[src/rtl/adder_pkg.sv]
// adder_pkg: op encoding and chunk-width helper shared by the pipelined adder
package adder_pkg;
  typedef enum logic {OP_ADD = 1'b0, OP_SUB = 1'b1} op_e;
  function automatic int chunk_width(input int width, input int stages);
    return width / stages;
  endfunction
endpackage

[src/rtl/adder_slice.sv]
// adder_slice: one CHUNK-bit ripple chunk (a, b, cin -> s, cout, msb_cin)
module adder_slice #(
  parameter int CHUNK = 4
) (
  input  logic [CHUNK-1:0] a,
  input  logic [CHUNK-1:0] b,
  input  logic             cin,
  output logic [CHUNK-1:0] s,
  output logic             cout,
  output logic             msb_cin
);
  always_comb begin
    {cout, s} = {1'b0, a} + {1'b0, b} + {{CHUNK{1'b0}}, cin};
    msb_cin = s[CHUNK-1] ^ a[CHUNK-1] ^ b[CHUNK-1];
  end
endmodule

[src/rtl/pipelined_adder.sv]
// pipelined_adder: NUM_STAGES carry-split add/sub pipeline (valid/ready in, sum/carry_out/overflow out)
module pipelined_adder
  import adder_pkg::*;
#(
  parameter int WIDTH      = 16,
  parameter int NUM_STAGES = 4
) (
  input  logic             clk,
  input  logic             rst_n,
  input  logic             in_valid,
  output logic             in_ready,
  input  op_e              op,
  input  logic [WIDTH-1:0] in0,
  input  logic [WIDTH-1:0] in1,
  output logic             out_valid,
  input  logic             out_ready,
  output logic [WIDTH-1:0] sum,
  output logic             carry_out,
  output logic             overflow
);
  localparam int CW = chunk_width(WIDTH, NUM_STAGES);
  if (WIDTH < 1 || NUM_STAGES < 1 || WIDTH % NUM_STAGES != 0) begin : g_bad
    $error("pipelined_adder: WIDTH must be a positive multiple of NUM_STAGES");
  end
  logic             en;
  logic [WIDTH-1:0] ia [NUM_STAGES];
  logic [WIDTH-1:0] ib [NUM_STAGES];
  logic             ic [NUM_STAGES];
  logic [CW-1:0]    ss [NUM_STAGES];
  logic             sc [NUM_STAGES];
  logic             sm [NUM_STAGES];
  logic [WIDTH-1:0] a_d [NUM_STAGES];
  logic [WIDTH-1:0] a_q [NUM_STAGES];
  logic [WIDTH-1:0] b_d [NUM_STAGES];
  logic [WIDTH-1:0] b_q [NUM_STAGES];
  logic [WIDTH-1:0] s_d [NUM_STAGES];
  logic [WIDTH-1:0] s_q [NUM_STAGES];
  logic             v_d [NUM_STAGES];
  logic             v_q [NUM_STAGES];
  logic             c_d [NUM_STAGES];
  logic             c_q [NUM_STAGES];
  logic             m_d, m_q;
  for (genvar k = 0; k < NUM_STAGES; k++) begin : g_st
    adder_slice #(.CHUNK(CW)) u_slice (
      .a      (ia[k][k*CW +: CW]),
      .b      (ib[k][k*CW +: CW]),
      .cin    (ic[k]),
      .s      (ss[k]),
      .cout   (sc[k]),
      .msb_cin(sm[k])
    );
  end
  // subtraction folds into stage 0: b is inverted once and the +1 enters as carry-in
  always_comb begin
    en        = !v_q[NUM_STAGES-1] || out_ready;
    in_ready  = en;
    out_valid = v_q[NUM_STAGES-1];
    sum       = s_q[NUM_STAGES-1];
    carry_out = c_q[NUM_STAGES-1];
    overflow  = c_q[NUM_STAGES-1] ^ m_q;
    ia[0]     = in0;
    ib[0]     = (op == OP_SUB) ? ~in1 : in1;
    ic[0]     = (op == OP_SUB);
    for (int k = 1; k < NUM_STAGES; k++) begin
      ia[k] = a_q[k-1];
      ib[k] = b_q[k-1];
      ic[k] = c_q[k-1];
    end
  end
  always_comb begin
    s_d[0] = '0;
    v_d[0] = in_valid;
    for (int k = 1; k < NUM_STAGES; k++) begin
      s_d[k] = s_q[k-1];
      v_d[k] = v_q[k-1];
    end
    for (int k = 0; k < NUM_STAGES; k++) begin
      a_d[k]              = ia[k];
      b_d[k]              = ib[k];
      c_d[k]              = sc[k];
      s_d[k][k*CW +: CW]  = ss[k];
    end
    m_d = sm[NUM_STAGES-1];
  end
  always_ff @(posedge clk) begin
    if (!rst_n) begin
      for (int k = 0; k < NUM_STAGES; k++) begin
        v_q[k] <= 1'b0;
        c_q[k] <= 1'b0;
        a_q[k] <= '0;
        b_q[k] <= '0;
        s_q[k] <= '0;
      end
      m_q <= 1'b0;
    end else if (en) begin
      for (int k = 0; k < NUM_STAGES; k++) begin
        v_q[k] <= v_d[k];
        c_q[k] <= c_d[k];
        a_q[k] <= a_d[k];
        b_q[k] <= b_d[k];
        s_q[k] <= s_d[k];
      end
      m_q <= m_d;
    end
  end
endmodule

[config.mk]
export PLATFORM = sky130hd
export DESIGN_NAME = pipelined_adder
export DESIGN_NICKNAME = d
export VERILOG_FILES = /design/src/rtl/adder_pkg.sv /design/src/rtl/adder_slice.sv /design/src/rtl/pipelined_adder.sv
export SDC_FILE = /design/constraint.sdc
export NUM_CORES = 1
export LEC_CHECK = 0
export ABC_CLOCK_PERIOD_IN_PS = 11000
export CORE_MARGIN = 2
export CORE_UTILIZATION = 60
export DETAILED_ROUTE_END_ITERATION = 8
export DONT_BUFFER_PORTS = 1
export HOLD_SLACK_MARGIN = 0.1
export PLACE_DENSITY = 0.84
export SYNTH_ARGS = -nofsm -noshare
export SYNTH_HDL_FRONTEND = slang
export SYNTH_SLANG_ARGS = --single-unit
[constraint.sdc]
create_clock -name clk -period 11 [get_ports clk]
set_clock_uncertainty 0.2 [all_clocks]
set_input_delay 1.65 -clock clk [delete_from_list [all_inputs] [get_ports clk]]
set_output_delay 1.65 -clock clk [all_outputs]
set_load 0.05 [all_outputs]
Word-level counts from Yosys, hierarchy flattened
Memories as Yosys holds them, arrays and structs flattened.
Index checks and enable logic that the tools add are counted.
Word-level totals
  flip-flop bits (word level): 1
  memory bits (writable): 200
  input port bits: 37
  output and inout bits: 20
  word-level logic and storage cells: 65
  memories kept: 5
Memory list
  a_q: depth 4, width 16, rd ports 3, clocked after Yosys merged registers in 0, wr ports 4, line pipelined_adder.sv:33  | logic [WIDTH-1:0] a_q [NUM_STAGES];
  b_q: depth 4, width 16, rd ports 3, clocked after Yosys merged registers in 0, wr ports 4, line pipelined_adder.sv:35  | logic [WIDTH-1:0] b_q [NUM_STAGES];
  s_q: depth 4, width 16, rd ports 4, clocked after Yosys merged registers in 0, wr ports 4, line pipelined_adder.sv:37  | logic [WIDTH-1:0] s_q [NUM_STAGES];
  c_q: depth 4, width 1, rd ports 4, clocked after Yosys merged registers in 0, wr ports 4, line pipelined_adder.sv:41  | logic c_q [NUM_STAGES];
  v_q: depth 4, width 1, rd ports 4, clocked after Yosys merged registers in 0, wr ports 4, line pipelined_adder.sv:39  | logic v_q [NUM_STAGES];
Cells by class
  add/subtract/negate cells: 8
  mux-type cells: 25
  bitwise gates (word level): 24
  reduce and logical (&&, ||, !) cells: 2
Operators by type and width (number)
  two-way mux 16 bit: 13
  adder 4 x 4 -> 5 bit: 4
  adder 5 x 1 -> 5 bit: 4
  OR 1 bit: 20
  inverter 16 bit: 1
  two-way mux 1 bit: 12
  XOR 1 bit: 3
  zero test 1 bit: 1
  logical OR 1 bit: 1

Longest topological paths before layout
An unclocked memory read counts as a cell.
  word-level depth: 7
  mapped depth: 8
  gate-level depth less buffers: 6

By module
A second synthesis with hierarchy kept.
Unflattened totals
  cells, all modules: 316
  area, all modules: 4825.9 µm²
Modules (own cells, without submodules)
  pipelined_adder: times used 1, cells an instance 240, area each 4115.2 µm², sequential area each 2902.8 µm²
  adder_slice: times used 4, cells an instance 19, area each 177.7 µm², sequential area each 0.0 µm²

Worst setup path before layout
Ideal clock, no wire load.
  path type: input to register
  start: in rst_n
  end: mem a_q[0][10] (enable)
  setup time: 0.906 ns
  data arrival time: 3.624 ns
  required time: 9.894 ns
  setup slack: 6.271 ns
  stages: 3
  buffers on the path: 2
  cells stage by stage: buf_2 > clkbuf_1 > nand2_1
RTL lines
  start: declaration: line pipelined_adder.sv:9  | input logic rst_n,
  end: declaration: line pipelined_adder.sv:33

Worst setup path after layout
  start: in out_ready
  end: out in_ready
On the way
  longest elaborated chain between the ends: 1
RTL lines
  start: declaration: line pipelined_adder.sv:16  | input logic out_ready,
  logical OR 1 bit: line pipelined_adder.sv:55  | en = !v_q[NUM_STAGES-1] || out_ready;
  end: declaration: line pipelined_adder.sv:11  | output logic in_ready,
Every way passes these cells.

==> results.sh <==
export IMPL_drc_errors=0
export IMPL_yosysSeqAreaShare_pct=67.2
export IMPL_crit_family="buffers and inverters"
export IMPL_mostFrequentLayoutCells="edfxtp_1 (96), and3_1 (69), nor2_1 (22), xnor2_1 (17), ha_1 (12)"
export IMPL_core_area_mm2=0.00687
export IMPL_clk_pin_slew_ps=90
export IMPL_grt_pass1_wl_mm=9.45
export IMPL_worstPathRequired_ps=9150
export IMPL_cts_hold_buf=0
export IMPL_max_stage_delay_ps=840
export IMPL_ios=57
export IMPL_clockBufferDepth=2
export IMPL_critical_path_slowest_cell="inv_2"
export IMPL_drv_slew=0
export IMPL_detailed_place_hpwl_mm=3.63
export IMPL_dr_first_iter_drc_count=202
export IMPL_stdcell_count=390
export IMPL_setup_viol=0
export IMPL_power_switching_uw=174
export IMPL_grt_pass1_vias=1982
export IMPL_avgRoutedWirePerCell_um=15.3
export IMPL_htreeDepth=3
export IMPL_dieArea_mm2=0.00789
export IMPL_grt_setup_unrepaired="no"
export IMPL_yosysWarnings=0
export IMPL_power_uw=722
export IMPL_overflow=0
export IMPL_power_density_mw_per_mm2=159
export IMPL_layout_nets=345
export IMPL_clk_latency_ps=360
export IMPL_min_period_ps=4390
export IMPL_post_cts_buffers=0
export IMPL_worstHoldPathCells=1
export IMPL_cp_start_kind="input pin"
export IMPL_wl_mm=5.95
export IMPL_tritoncts="yes"
export IMPL_combinationalPowerShare_pct=7.2
export IMPL_syn_area_mm2=0.00432
export IMPL_crit_buf_inv=1
export IMPL_path_depth=2
export IMPL_critical_path_class="input pin to output port"
export IMPL_viasPerCell=5.54
export IMPL_min_period_over_period_pct=39.9
export IMPL_cp_end_kind="output port"
export IMPL_hold_worst_slack_ps=344
export IMPL_yosysTopAreaCellShare_pct=66.7
export IMPL_gp_congestion=0.695
export IMPL_ir_worst_vdd_mv=0.0765
export IMPL_rows=30
export IMPL_critPathMaxFanout=75
export IMPL_postSynthAreaPerCell_um2=14.5
export IMPL_path_cells="nor2b_2, inv_2"
export IMPL_run_status="complete, no violations"
export IMPL_yosys_area_top_type="edfxtp_1"
export IMPL_clock_power_share_pct=29.6
export IMPL_utilization_pct=66.2
export IMPL_ys_ff_latch=97
export IMPL_drive_gt1_share_pct=8.50
export IMPL_yosys_cell_types_count=29
export IMPL_die_w_um=88.8
export IMPL_cp_arrival_ps=2540
export IMPL_area_growth_pct=5.33
export IMPL_final_common_cell="edfxtp_1"
export IMPL_synth_area_leaders="edfxtp_1 (67%), and3_1 (10%), ha_1 (3.5%)"
export IMPL_ant_nets=0
export IMPL_synthCells=297
export IMPL_tightest_slew_ps=1160
export IMPL_cts_root_buf="clkbuf_8"
export IMPL_slew_headroom_pct=22.3
export IMPL_vias=2162
export IMPL_dr_pass1_iters=4
export IMPL_grt_use_total_pct=16.2
export IMPL_cts_buffers=9
export IMPL_reg2regPathDepth=4
export IMPL_tns_ps=0
export IMPL_antenna_found_initial=0
export IMPL_n_antenna_cell=0
export IMPL_p_int_uw=548
export IMPL_max_freq_mhz=228
export IMPL_hold_viol_final=0
export IMPL_place_inst=374
export IMPL_r2r_slack_ps=7930
export IMPL_p_leak_nw=2.08
export IMPL_cts_resized=0
export IMPL_setup_ws_ps=6610
export IMPL_die_h_um=88.8
export IMPL_drv_cap=0
export IMPL_hold_class="register to register"
export IMPL_dpl_cell_area_mm2=0.00436
export IMPL_port_buffers=0
export IMPL_cts_sinks=97
export IMPL_design_area_mm2=0.00455
export IMPL_grt_start_max_net_pins=97
export IMPL_pre_cts_ws_ps=6620
export IMPL_power_frac_seq_pct=63.2
export IMPL_switching_share_pct=24.1
export IMPL_synth_nets=353
export IMPL_start_util_pct=62.9
-- sequential cells by signal (all words and copies together) (netlist names) --
signal  count
b_q        24
a_q        24
c_q         4
s_q        40
v_q         4
m_q         1
-- routing by layer --
| layer | up-vias | GRT usage [%] | wire length [um] |
|---|---|---|---|
| met2 | 69 | 24.4 | 2940 |
| met5 | - | 0 | 0 |
| met1 | 1023 | 21.8 | 2560 |
| met4 | 0 | 9.09 | 128 |
| met3 | 9 | 4.10 | 313 |
| li1 | 1061 | - | - |
-- cell usage after synthesis, drive strengths merged --
cell / number
a21o: 6
a21oi: 7
a311o: 1
a31oi: 1
and2: 1
and3: 69
buf: 6
clkbuf: 14
dfxtp: 1
edfxtp: 96
fa: 7
ha: 12
inv: 9
mux2: 1
mux2i: 2
nand2: 2
nand3: 4
nor2: 22
nor2b: 7
nor3: 2
o21ai: 2
xnor2: 17
xor2: 8
-- path summary, 6_finish.rpt --
kind,startpoint,endpoint
max,out_ready,in_ready
min,m_q,m_q
max reg2reg,v_q[0][3],s_q[0][42]
min reg2reg,m_q,m_q
-- power groups by stage --
stage          clock [mW]  combinational [mW]  sequential, mW
2_1_floorplan           0              0.0486           0.462
3_3_place_gp            0              0.0501           0.464
3_5_place_dp            0              0.0528           0.465
4_1_cts             0.220              0.0531           0.457
5_1_grt             0.236              0.0596           0.459
6_report            0.213              0.0522           0.456
-- area by class of cell --
type	count	area (um^2)
flip-flops and latches	97	2900
fillers	469	2320
multi-input cells	171	1300
clock buffers	9	124
well taps	96	120
clock inverters	7	62.6
inverters	9	33.8
repair buffers	1	7.51
-- kinds of logic after synthesis --
logic type	after synthesis	synth area share (%)
AND/OR/NAND/NOR	107	14.2
flip-flops	97	67.2
buffers and inverters	29	2.90
XOR/XNOR	25	5.07
adder cells (fa/ha/maj)	19	6.72
AO/OA/AOI/OAI	17	3.07
multiplexers	3	0.811
(Power assumes the default switching activity.)
